File: src/rtl/exec_flag_stage_pkg.sv
// Shared CPU definitions for the execute/writeback slice:
// ALU op encodings, ARM condition encodings, NZCV bit positions
// and the flag-merge helper used when an instruction sets flags.
package exec_flag_stage_pkg;

  typedef enum logic [3:0] {
    ALU_ADD = 4'd0,
    ALU_AND = 4'd1,
    ALU_XOR = 4'd2,
    ALU_OR  = 4'd3
  } alu_ctrl_e;

  typedef enum logic [3:0] {
    COND_EQ = 4'd0,
    COND_NE = 4'd1,
    COND_CS = 4'd2,
    COND_CC = 4'd3,
    COND_MI = 4'd4,
    COND_PL = 4'd5,
    COND_VS = 4'd6,
    COND_VC = 4'd7,
    COND_HI = 4'd8,
    COND_LS = 4'd9,
    COND_GE = 4'd10,
    COND_LT = 4'd11,
    COND_GT = 4'd12,
    COND_LE = 4'd13,
    COND_AL = 4'd14,
    COND_NV = 4'd15
  } cond_e;

  localparam int FLAG_N = 3;
  localparam int FLAG_Z = 2;
  localparam int FLAG_C = 1;
  localparam int FLAG_V = 0;

  // Arithmetic ops replace all four flags; every other op (including
  // unassigned encodings) only updates N and Z, keeping C and V.
  function automatic logic [3:0] next_flags(input logic [3:0] cur,
                                            input logic [3:0] alu_nzcv,
                                            input logic [3:0] alu_ctrl);
    logic [3:0] res;
    res = cur;
    if (alu_ctrl == ALU_ADD) begin
      res = alu_nzcv;
    end else begin
      res[FLAG_N] = alu_nzcv[FLAG_N];
      res[FLAG_Z] = alu_nzcv[FLAG_Z];
    end
    return res;
  endfunction

endpackage

File: src/rtl/exec_flag_stage_cond_check.sv
// ARM condition-code evaluator: purely combinational, COND + NZCV -> pass.
// Kept standalone so branch logic can reuse the same decode.
module cond_check
  import exec_flag_stage_pkg::*;
(
  input  logic [3:0] cond,
  input  logic [3:0] flags,
  output logic       pass
);

  logic n_s;
  logic z_s;
  logic c_s;
  logic v_s;

  assign n_s = flags[FLAG_N];
  assign z_s = flags[FLAG_Z];
  assign c_s = flags[FLAG_C];
  assign v_s = flags[FLAG_V];

  // Decode the condition field against the current flags.
  always_comb begin
    pass = 1'b0;
    case (cond)
      COND_EQ: pass = z_s;
      COND_NE: pass = ~z_s;
      COND_CS: pass = c_s;
      COND_CC: pass = ~c_s;
      COND_MI: pass = n_s;
      COND_PL: pass = ~n_s;
      COND_VS: pass = v_s;
      COND_VC: pass = ~v_s;
      COND_HI: pass = c_s & ~z_s;
      COND_LS: pass = ~c_s | z_s;
      COND_GE: pass = (n_s == v_s);
      COND_LT: pass = (n_s != v_s);
      COND_GT: pass = ~z_s & (n_s == v_s);
      COND_LE: pass = z_s | (n_s != v_s);
      COND_AL: pass = 1'b1;
      COND_NV: pass = 1'b0;
      default: pass = 1'b0;
    endcase
  end

endmodule

File: src/rtl/exec_flag_stage.sv
// Execute-to-writeback stage: registers ALU results into writeback
// packets through a 2-entry skid buffer (so in_ready is a flop and
// writeback stalls never reach the ALU combinationally), and owns the
// architectural NZCV register used for conditional execution.
module exec_flag_stage
  import exec_flag_stage_pkg::*;
#(
  parameter int DW = 32,
  parameter int AW = 4
) (
  input  logic          clk,
  input  logic          rst_n,
  input  logic          in_valid,
  output logic          in_ready,
  input  logic [DW-1:0] alu_out,
  input  logic [3:0]    alu_nzcv,
  input  logic [3:0]    alu_ctrl,
  input  logic [3:0]    cond,
  input  logic          s_bit,
  input  logic [AW-1:0] rd_addr,
  input  logic          rd_we,
  input  logic          flush,
  output logic          out_valid,
  input  logic          out_ready,
  output logic [DW-1:0] wb_data,
  output logic [AW-1:0] wb_addr,
  output logic          wb_en,
  output logic          cond_pass,
  output logic [3:0]    flags
);

  typedef struct packed {
    logic [DW-1:0] data;
    logic [AW-1:0] addr;
    logic          en;
    logic          pass;
  } pkt_t;

  logic       pass_s;
  logic       accept_s;
  pkt_t       in_pkt_s;
  pkt_t       out_pkt_r;
  pkt_t       skid_pkt_r;
  logic       out_valid_r;
  logic       skid_valid_r;
  logic       in_ready_r;
  logic [3:0] flags_r;

  cond_check u_cond_check (
    .cond  (cond),
    .flags (flags_r),
    .pass  (pass_s)
  );

  // A flushed beat is never accepted, so it can neither enter the
  // buffer nor touch the flags.
  assign accept_s = in_valid & in_ready_r & ~flush;

  // Build the packet for the incoming beat; a failed condition kills the write.
  always_comb begin
    in_pkt_s      = '0;
    in_pkt_s.data = alu_out;
    in_pkt_s.addr = rd_addr;
    in_pkt_s.en   = rd_we & pass_s;
    in_pkt_s.pass = pass_s;
  end

  // Output entry plus skid entry; in_ready tracks the next skid state.
  always_ff @(posedge clk or negedge rst_n) begin
    if (!rst_n) begin
      out_pkt_r    <= '0;
      skid_pkt_r   <= '0;
      out_valid_r  <= 1'b0;
      skid_valid_r <= 1'b0;
      in_ready_r   <= 1'b1;
    end else if (flush) begin
      out_valid_r  <= 1'b0;
      skid_valid_r <= 1'b0;
      in_ready_r   <= 1'b1;
    end else if (!out_valid_r || out_ready) begin
      // Output entry is free or draining: refill oldest-first.
      if (skid_valid_r) begin
        out_pkt_r    <= skid_pkt_r;
        out_valid_r  <= 1'b1;
        skid_valid_r <= 1'b0;
        in_ready_r   <= 1'b1;
      end else if (accept_s) begin
        out_pkt_r    <= in_pkt_s;
        out_valid_r  <= 1'b1;
        in_ready_r   <= 1'b1;
      end else begin
        out_valid_r  <= 1'b0;
        in_ready_r   <= 1'b1;
      end
    end else if (accept_s) begin
      // Output stalled: park the beat and stop accepting.
      skid_pkt_r   <= in_pkt_s;
      skid_valid_r <= 1'b1;
      in_ready_r   <= 1'b0;
    end else begin
      in_ready_r   <= ~skid_valid_r;
    end
  end

  // Architectural NZCV: committed only by accepted, passing, flag-setting beats.
  always_ff @(posedge clk or negedge rst_n) begin
    if (!rst_n) begin
      flags_r <= 4'b0000;
    end else if (accept_s && pass_s && s_bit) begin
      flags_r <= next_flags(flags_r, alu_nzcv, alu_ctrl);
    end else begin
      flags_r <= flags_r;
    end
  end

  assign in_ready  = in_ready_r;
  assign out_valid = out_valid_r;
  assign wb_data   = out_pkt_r.data;
  assign wb_addr   = out_pkt_r.addr;
  assign wb_en     = out_pkt_r.en;
  assign cond_pass = out_pkt_r.pass;
  assign flags     = flags_r;

endmodule

File: config.mk
export PLATFORM = sky130hd
export DESIGN_NAME = exec_flag_stage
export DESIGN_NICKNAME = d
export VERILOG_FILES = /design/src/rtl/exec_flag_stage_pkg.sv /design/src/rtl/exec_flag_stage_cond_check.sv /design/src/rtl/exec_flag_stage.sv
export SDC_FILE = /design/constraint.sdc
export NUM_CORES = 1
export LEC_CHECK = 0
export CAP_MARGIN = 10
export CORE_UTILIZATION = 32
export CTS_BUF_LIST = sky130_fd_sc_hd__clkbuf_8
export DETAILED_ROUTE_END_ITERATION = 8
export GPL_TIMING_DRIVEN = 0
export PLACE_DENSITY = 0.68
export SLEW_MARGIN = 20
export SYNTH_ARGS = -nofsm -noshare
export SYNTH_HDL_FRONTEND = slang
export SYNTH_SLANG_ARGS = --single-unit
File: constraint.sdc
create_clock -name clk -period 4.4 [get_ports clk]
set_input_delay 0.88 -clock clk [delete_from_list [all_inputs] [get_ports clk]]
set_output_delay 0.88 -clock clk [all_outputs]
set_load 0.05 [all_outputs]
==> results.yml, run 1 <==
layout:
  antenna_cells: 0
  seqCellArea_um2: 2078
  multi_input_area_um2: 1469
  final_common_cell: "clkdlybuf4s50_1"
  nNetsFinal: 465
  drive_gt1_share_pct: 15.46
  final_cell_mix: "clkdlybuf4s50_1 (95), dfrtp_1 (82), nand2_1 (43)"
  fillers: 1051
  synthToLayoutAreaGrowth_pct: 36.29
route:
  remaining_drc_errors: 0
  via_per_inst: 4.827
  routedWlPerCell_um: 15.08
  drt-initial-drc-count: 113
  via_count: 2674
  dr.pass1.iters: 4
  drtAntennaViolNets: 0
  routed_wl_um: 8353
setup_path:
  cp_top_family: "buffers and inverters"
  rrSetupSlack_ns: 2.42
  worstPathMaxFanout: 4
  cp.arrival_ns: 1.74
  critical_path_class: "flop to primary output"
  critPathCaptureType: "primary output"
  cpMaxStageDelayCell: "clkdlybuf4s50_1"
  worstPathRequired_ns: 3.52
  path_cells: "clkdlybuf4s50_1"
  path_depth: 1
  crit_path_start_kind: "flop"
  worst-r2r-cell-count: 5
  r2r-end: "skid_pkt_r[16]"
  endpoint: "in_ready"
  worstSetupStartpoint: "in_ready"
  rr_startpoint: "in_ready"
  path_buf_inv: 1
  crit_path_max_incr_delay_ns: 0.84
pwr:
  power_report.internal_total_mw: 1.410
  p_clk_share_pct: 21.4
  cellLeakagePower_nw: 2.050
  p_comb_share_pct: 31.7
  p_total_mw: 2.165
  p_switching_mw: 0.7555
  seq_power_share_pct: 46.9
  switching_share_pct: 34.89
  p_per_area_nw_per_um2: 436.4
  ir_drop_mv: 0.2235
worst_hold_path:
  hold_path_class: "input pin to async pin"
clock_tree:
  clk_pin_slew_ns: 0.08
  worstSkewPairLatency_ns: 0.34
  cts_max_level: 3
  postCtsSetupBuffers: 0
  numCtsBuffers: 9
  clkSinkCount: 83
  clk_path_buf_depth: 2
  cts-resized-gates: 0
  cts_root_buf: "clkbuf_8"
  hold_buffers: 0
  cts_tree: "built"
timing:
  layout_setup_ws_ns: 1.785
  max_freq_ghz: 0.3824
  slew_headroom_pct: 48.33
  hold_ws_ns: 0.4629
  hold_viol: 0
  period_share_pct: 59.44
  rsz0062_at_grt: "no"
  setup_viol: 0
  fin_crit_ns: 2.615
  worstMarginPinSlew_ns: 0.7750
  drv_slew: 0
  fin_worst_skew_ns: 0.009759
grt:
  track_usage_pct: 15.15
  antenna_found_initial: 0
  gr-total-overflow: 0
  grt_max_degree: 54
  grt_pass1_wl_um: 13550
  grt_pass1_vias: 2758
die:
  num_rows: 38
  io_pins: 99
  dieHeight_um: 108.7
  die_area_um2: 11810
  core_area_um2: 10980
  start_util_pct: 33.15
  die-width_um: 108.7
logic_synthesis:
  seq_area_frac_synth_pct: 57.08
  synth_xor_area_share_pct: 1.100
  ys_seq_elements: 83
  synthSimpleGateAreaFrac_pct: 8.007
  synth_compound_area_share_pct: 7.938
  synth_fa_ha_area_share_pct: 0
  synth_top_family_by_area: "multiplexers"
  yosysTopAreaCell: "dfrtp_1"
  synth_top_cell_area_share_pct: 56.36
  synth_warnings: 0
  syn-num-nets: 357
  syn-instance-count: 302
  syn_area_um2: 3641
  yosys-top-cells-area: "dfrtp_1 (56%), mux2_2 (12%), mux2i_1 (11%)"
  muxShareOfSynthArea_pct: 23.30
  avgSynthCellArea_um2: 12.06
  synth_cell_type_count: 36
placement:
  dp_slack_ns: 1.466
  io_buffers: 96
  dp_hpwl_um: 5987
  gp_congestion: 0.8118
run:
  cap_violations: 0
outcome:
  status: "completed"
registers in the layout, indices dropped and copies added, names as in the netlist:
register / count
out_valid: 1
wb_en: 1
wb_data: 32
flags: 4
skid_valid_r: 1
wb_addr: 4
skid_pkt_r: 38
cond_pass: 1
in_ready: 1
metrics by stage:
stage	std cells	util [%]	setup TNS, ns	cell area [um2]
6_report	554	45.18	0	4962
5_1_grt	554	45.18	0	4962
4_1_cts	554	45.18	0	4962
3_5_place_dp	539	43.72	0	4802
3_3_place_gp	538	43.50	-46.19	4777
2_1_floorplan	302	-	0	3641
worst min-delay path by stage:
stage                           endpoint  cells past startpoint  slack, ns
after detailed placement     wb_data[24]                      2       0.47
after CTS                 skid_pkt_r[12]                      1       0.46
after global routing      skid_pkt_r[13]                      1       0.46
after floorplan           skid_pkt_r[17]                      1       0.48
final                     skid_pkt_r[13]                      1       0.46
after global placement       wb_data[30]                      2       0.46
cells in the mapped netlist (all sizes together):
master	count
mux2i	39
nor2b	1
clkbuf	10
nor2	2
buf	9
inv	3
mux2	40
nand4b	1
o21ba	1
o21bai	1
dfrtp	82
o211ai	1
a41oi	1
a21o	1
xor2	2
o22ai	1
nand3b	3
nor3	5
a21oi	4
dfstp	1
o32a	1
o311ai	1
or4	1
and3	1
nand2b	2
nand3	2
and4b	1
nor3b	1
nand2	43
or3	1
o21ai	39
xnor3	1
layout make-up:
class | count | share of cell area [%]
Buffer | 19 | 1.664
Clock buffer | 9 | 2.496
Clock inverter | 6 | 0.7312
Inverter | 3 | 0.2269
Multi-Input combinational cell | 197 | 29.60
Sequential cell | 83 | 41.88
Tap cell | 140 | 3.530
Timing Repair Buffer | 97 | 19.87
power by group through the flow:
stage	Sequential (mW)	Clock, mW	Combinational (mW)
floorplan	1.26	0	0.198
global placement	1.02	0	0.678
detailed placement	1.03	0	0.693
CTS	1.02	0.481	0.694
global route	1.04	0.519	0.732
finish	1.02	0.463	0.686
worst register-to-register path: cells and delay by family, from the launching register on:
kind / cells / cell delay (ns)
multiplexers: 1 / 0.37
flip-flops: 1 / 0.56
buffers and inverters: 2 / 0.66
AND/OR/NAND/NOR: 2 / 0.29
routing by layer:
metal | global-route usage (%) | vias to the layer above | wire, um
li1 | - | 1273 | -
met1 | 19.55 | 1310 | 3806
met2 | 24.23 | 75 | 3929
met3 | 3.766 | 16 | 461
met4 | 6.371 | 0 | 155
met5 | 0 | - | 0
cell families after synthesis:
| family | count (synthesis) |
|---|---|
| xor gates and xnor gates | 3 |
| DFF | 83 |
| and+or+nand+nor | 64 |
| muxes | 79 |
| buffers and inverters | 22 |
| AOI/OAI and AO/OA | 51 |
Note: power is estimated with default switching activity, not from simulation.
==> run 2, diff against run 1 <==
--- a/config.mk
+++ b/config.mk
@@ -10,7 +10,7 @@
 export CTS_BUF_LIST = sky130_fd_sc_hd__clkbuf_8
 export DETAILED_ROUTE_END_ITERATION = 8
 export GPL_TIMING_DRIVEN = 0
-export PLACE_DENSITY = 0.68
+export PLACE_DENSITY = 0.7
 export SLEW_MARGIN = 20
 export SYNTH_ARGS = -nofsm -noshare
 export SYNTH_HDL_FRONTEND = slang
==> constraint.sdc (replaced) <==
create_clock -name clk -period 2.2 [get_ports clk]
set_input_delay 0.44 -clock clk [delete_from_list [all_inputs] [get_ports clk]]
set_output_delay 0.44 -clock clk [all_outputs]
set_load 0.05 [all_outputs]
==> run 2 against run 1 <==
Effect of this change: sequential share of layout area shrank 0.59 points; combinational power is 100% higher; highest routed layer unchanged; via count increased by 0.60%; cell count grew 0.18%; utilization up 0.65 points; non-clock buffer count stayed put; global-route usage increased by 0.30 points; power rose by 110%; critical path type unchanged; hold slack got worse by 0.44 ns; sequential power increased by 100%; cell area increased by 1.4%.
==> results.yml, run 2 (synthesis results as in run 1) <==
grt:
  grt_max_degree: 51
  use_met1_pct: 19.36
  track_usage_pct: 15.45
  busiest_layer: "met2"
  grt_pass1_vias: 2888
  use_met3_pct: 4.184
  antenna_found_initial: 0
  met2_usage_pct: 25.18
  gr-total-overflow: 0
  grt_pass1_wl_um: 13670
pwr:
  p_per_area_nw_per_um2: 923.7
  p_comb_share_pct: 29.5
  cellLeakagePower_nw: 2.074
  seq_power_share_pct: 43.8
  power_report.internal_total_mw: 3.094
  p_switching_mw: 1.555
  ir_drop_mv: 0.3848
  p_total_mw: 4.649
  p_clk_share_pct: 26.7
  switching_share_pct: 33.45
route:
  via_count: 2690
  routed_wl_um: 8460
  drt-initial-drc-count: 93
  remaining_drc_errors: 0
  routedWlPerCell_um: 15.24
  drtAntennaViolNets: 0
  dr.pass1.iters: 4
  via_per_inst: 4.847
clock_tree:
  clkSinkCount: 83
  clk_pin_slew_ns: 0.08
  cts_max_level: 3
  worstSkewPairLatency_ns: 0.36
  cts_root_buf: "clkbuf_8"
  numCtsBuffers: 9
  hold_buffers: 0
  cts_tree: "built"
  clk_path_buf_depth: 2
placement:
  dpl_cell_area_um2: 4802
  io_buffers: 96
  gp_congestion: 0.8304
  dp.cells: 539
  dp_hpwl_um: 6042
  dp_slack_ns: -0.3139
setup_path:
  path_cells: "clkdlybuf4s50_1"
  cp_top_family: "buffers and inverters"
  path_buf_inv: 1
  crit_path_start_kind: "flop"
  crit_path_max_incr_delay_ns: 0.85
  critical_path_class: "flop to primary output"
  cp.arrival_ns: 1.68
  worstPathRequired_ns: 1.76
  worstPathMaxFanout: 7
  cpMaxStageDelayCell: "clkdlybuf4s50_1"
  critPathCaptureType: "primary output"
layout:
  final_cell_area_um2: 5034
  antenna_cells: 0
  nNetsFinal: 465
  final_cell_mix: "clkdlybuf4s50_1 (94), dfrtp_1 (82), nand2_1 (43)"
  largest_register_ff_count: 38
  seqCellArea_um2: 2078
  drive_gt1_share_pct: 16.14
  largest_register: "skid_pkt_r"
  stdcell_count: 555
  multi_input_area_um2: 1469
  final_common_cell: "clkdlybuf4s50_1"
  synthToLayoutAreaGrowth_pct: 38.25
  fillers: 1043
timing:
  layout_setup_ws_ns: 0.08058
  period_share_pct: 96.34
  rsz0062_at_grt: "no"
  drv_slew: 0
  fin_crit_ns: 2.119
  hold_ws_ns: 0.02601
  worstMarginPinSlew_ns: 0.8201
  hold_viol: 0
  fin_worst_skew_ns: 0.008819
  setup_viol: 0
  slew_headroom_pct: 45.33
  max_freq_ghz: 0.4718
die:
  dieHeight_um: 108.7
  core_area_um2: 10980
  num_rows: 38
  io_pins: 99
  die-width_um: 108.7
  start_util_pct: 33.15
  die_area_um2: 11810
worst_hold_path:
  hold_path_class: "input pin to async pin"
outcome:
  status: "completed"
run:
  cap_violations: 0
-- run 2: power by group through the flow --
stage	Clock (mW)	Combinational, mW	Sequential [mW]
6_report	1.24	1.37	2.04
5_1_grt	1.34	1.47	2.08
4_1_cts	1.28	1.39	2.04
3_5_place_dp	0	1.39	2.07
3_3_place_gp	0	1.35	2.05
2_1_floorplan	0	0.395	2.51
-- run 2: worst reg2reg max path, delay by kind of cell, from the launching register on --
kind | cells | cell delay [ns]
AO/OA/AOI/OAI | 2 | 0.45
buffers and inverters | 3 | 0.80
flip-flops | 1 | 0.36
AND/OR/NAND/NOR | 1 | 0.19
-- run 2: path summary, 6_finish.rpt --
path,startpoint,to,slack [ns],cells after the start
setup / recovery,flags[2],flags[2],0.08,1
hold / removal,rst_n,wb_data[4],0.03,1
setup reg to reg,skid_valid_r,wb_addr[3],0.27,6
hold reg to reg,wb_addr[0],wb_addr[0],0.48,2
max in group asynchronous,rst_n,in_ready,1.52,2
min in group clk,wb_addr[0],wb_addr[0],0.48,2
-- run 2: what timing repair did --
action	4_1_cts	5_1_grt
setup buffers	0	0
setup endpoints to repair	0	8
resized for setup	0	2
-- run 2: per-stage QoR --
step / utilization [%] / setup TNS (ns)
floorplan: - / 0
global placement: 43.50 / -191.45
detailed placement: 43.72 / -7.078
CTS: 45.78 / 0
global route: 45.83 / 0
finish: 45.83 / 0
-- run 2: layout make-up --
| class | instances | share of cell area, % |
|---|---|---|
| clock inverter | 6 | 1.765 |
| buffer | 19 | 1.690 |
| tap | 140 | 3.480 |
| timing repair buffer | 97 | 19.64 |
| sequential | 83 | 41.29 |
| inverter | 3 | 0.2237 |
| clock buffer | 10 | 2.734 |
| multi-input combinational | 197 | 29.18 |
-- run 2: metal layers --
layer | wire length, um | vias up
met2 | 3936 | 76
met4 | 131 | 0
li1 | - | 1274
met5 | 0 | -
met1 | 3881 | 1330
met3 | 510 | 10
==> run 3, diff against run 2 <==
--- a/config.mk
+++ b/config.mk
@@ -10,6 +10,7 @@
 export CTS_BUF_LIST = sky130_fd_sc_hd__clkbuf_8
 export DETAILED_ROUTE_END_ITERATION = 8
 export GPL_TIMING_DRIVEN = 0
+export HOLD_SLACK_MARGIN = 0.15
 export PLACE_DENSITY = 0.7
 export SLEW_MARGIN = 20
 export SYNTH_ARGS = -nofsm -noshare
==> run 3 against run 2 <==
Effect of this change: sequential power barely moved; largest power group unchanged; clock skew up 0.0011 ns; cell area rose by 0.20%; non-clock buffer count grew 1; sequential share of layout area is 0.082 points lower; cell count up 0.18%.
==> results.yml, run 3 (synthesis results as in run 1) <==
outcome:
  status: "completed"
timing:
  hold_ws_ns: 0.4778
  max_freq_ghz: 0.4710
  hold_viol: 0
  fin_worst_skew_ns: 0.009965
  rsz0062_at_grt: "no"
  fin_crit_ns: 2.123
  slew_headroom_pct: 45.33
  setup_viol: 0
  period_share_pct: 96.51
  worstMarginPinSlew_ns: 0.8201
  drv_slew: 0
die:
  die-width_um: 108.7
  start_util_pct: 33.15
  core_area_um2: 10980
  dieHeight_um: 108.7
  die_area_um2: 11810
  io_pins: 99
  num_rows: 38
clock_tree:
  cts_tree: "built"
  cts_max_level: 3
  clk_path_buf_depth: 2
  clkSinkCount: 83
  postCtsSetupBuffers: 0
  worstSkewPairLatency_ns: 0.36
  cts_root_buf: "clkbuf_8"
  numCtsBuffers: 9
  clk_pin_slew_ns: 0.08
pwr:
  p_per_area_nw_per_um2: 922.5
  cellLeakagePower_nw: 2.078
  ir_drop_mv: 0.3849
setup_path:
  worstPathMaxFanout: 7
  path_cells: "clkdlybuf4s50_1"
  cp.arrival_ns: 1.68
  worstPathRequired_ns: 1.76
  crit_path_start_kind: "flop"
  critPathCaptureType: "primary output"
  cp_top_family: "buffers and inverters"
  path_buf_inv: 1
  critical_path_class: "flop to primary output"
  cpMaxStageDelayCell: "clkdlybuf4s50_1"
  crit_path_max_incr_delay_ns: 0.85
layout:
  nNetsFinal: 466
  largest_register_ff_count: 38
  largest_register: "skid_pkt_r"
  synthToLayoutAreaGrowth_pct: 38.52
  final_cell_mix: "clkdlybuf4s50_1 (94), dfrtp_1 (82), nand2_1 (43)"
  final_util_pct: 45.92
  final_cell_area_um2: 5044
  final_common_cell: "clkdlybuf4s50_1"
  drive_gt1_share_pct: 16.11
  antenna_cells: 0
grt:
  antenna_found_initial: 0
  grt_pass1_vias: 2893
  gr-total-overflow: 0
  track_usage_pct: 15.48
  grt_max_degree: 51
  grt_pass1_wl_um: 13700
route:
  remaining_drc_errors: 0
  drt-initial-drc-count: 99
  wl_met3_um: 499
  dr_wl_met2_um: 3968
  drt-met1-wl_um: 3890
  drtAntennaViolNets: 0
  routed_wl_um: 8489
  via_count: 2688
  dr.pass1.iters: 4
  highest_layer: "met4"
  routedWlPerCell_um: 15.27
  via_per_inst: 4.835
placement:
  io_buffers: 96
  dp_hpwl_um: 6042
  dpl_cell_area_um2: 4802
  gp_congestion: 0.8304
run:
  cap_violations: 0
worst_hold_path:
  hold_path_class: "flop to flop"
[run 3: timing repair]
action                                  CTS  global route
resized for setup                         0             2
hold endpoints to repair                 33             0
endpoints found under the setup margin    0             8
hold buffers                              1             0
[run 3: worst paths after layout]
check	start	cells after the start	slack [ns]	to
worst min register to register	wb_addr[0]	2	0.48	wb_addr[0]
worst min-delay path	wb_addr[0]	2	0.48	wb_addr[0]
min in group asynchronous	rst_n	2	0.57	wb_data[4]
worst max register to register	flags[3]	5	0.27	wb_en
worst max-delay path	flags[2]	1	0.08	flags[2]
max in group asynchronous	rst_n	3	0.97	in_ready
[run 3: where the power goes]
group / internal [mW] / switching (mW) / total (mW)
clock network: 0.670 / 0.572 / 1.24
registers: 1.85 / 0.190 / 2.04
logic: 0.579 / 0.796 / 1.37
[run 3: layout make-up]
class | count | area (um2)
fillers | 1042 | 5939
flip-flops and latches | 83 | 2078
multi-input cells | 197 | 1469
plain buffers | 19 | 85.08
inverters | 3 | 11.26
clock buffers | 10 | 137.6
repair buffers | 98 | 998.5
clock inverters | 6 | 88.84
well taps | 140 | 175.2
[run 3: through the flow]
| stage | power (mW) | setup slack, ns | TNS [ns] | std cells |
|---|---|---|---|---|
| final | 4.653 | 0.07688 | 0 | 556 |
| after global placement | 3.400 | -2.253 | -191.45 | 538 |
| after floorplan | 2.906 | 0.1666 | 0 | 302 |
| after detailed placement | 3.453 | -0.3139 | -7.078 | 539 |
| after global routing | 4.891 | 0.006122 | 0 | 556 |
| after CTS | 4.709 | 0.0009427 | 0 | 556 |
[run 3: per-layer routing]
metal | up-vias | global-route usage (%)
li1 | 1277 | -
met5 | - | 0
met4 | 0 | 6.371
met2 | 76 | 25.23
met1 | 1325 | 19.40
met3 | 10 | 4.184
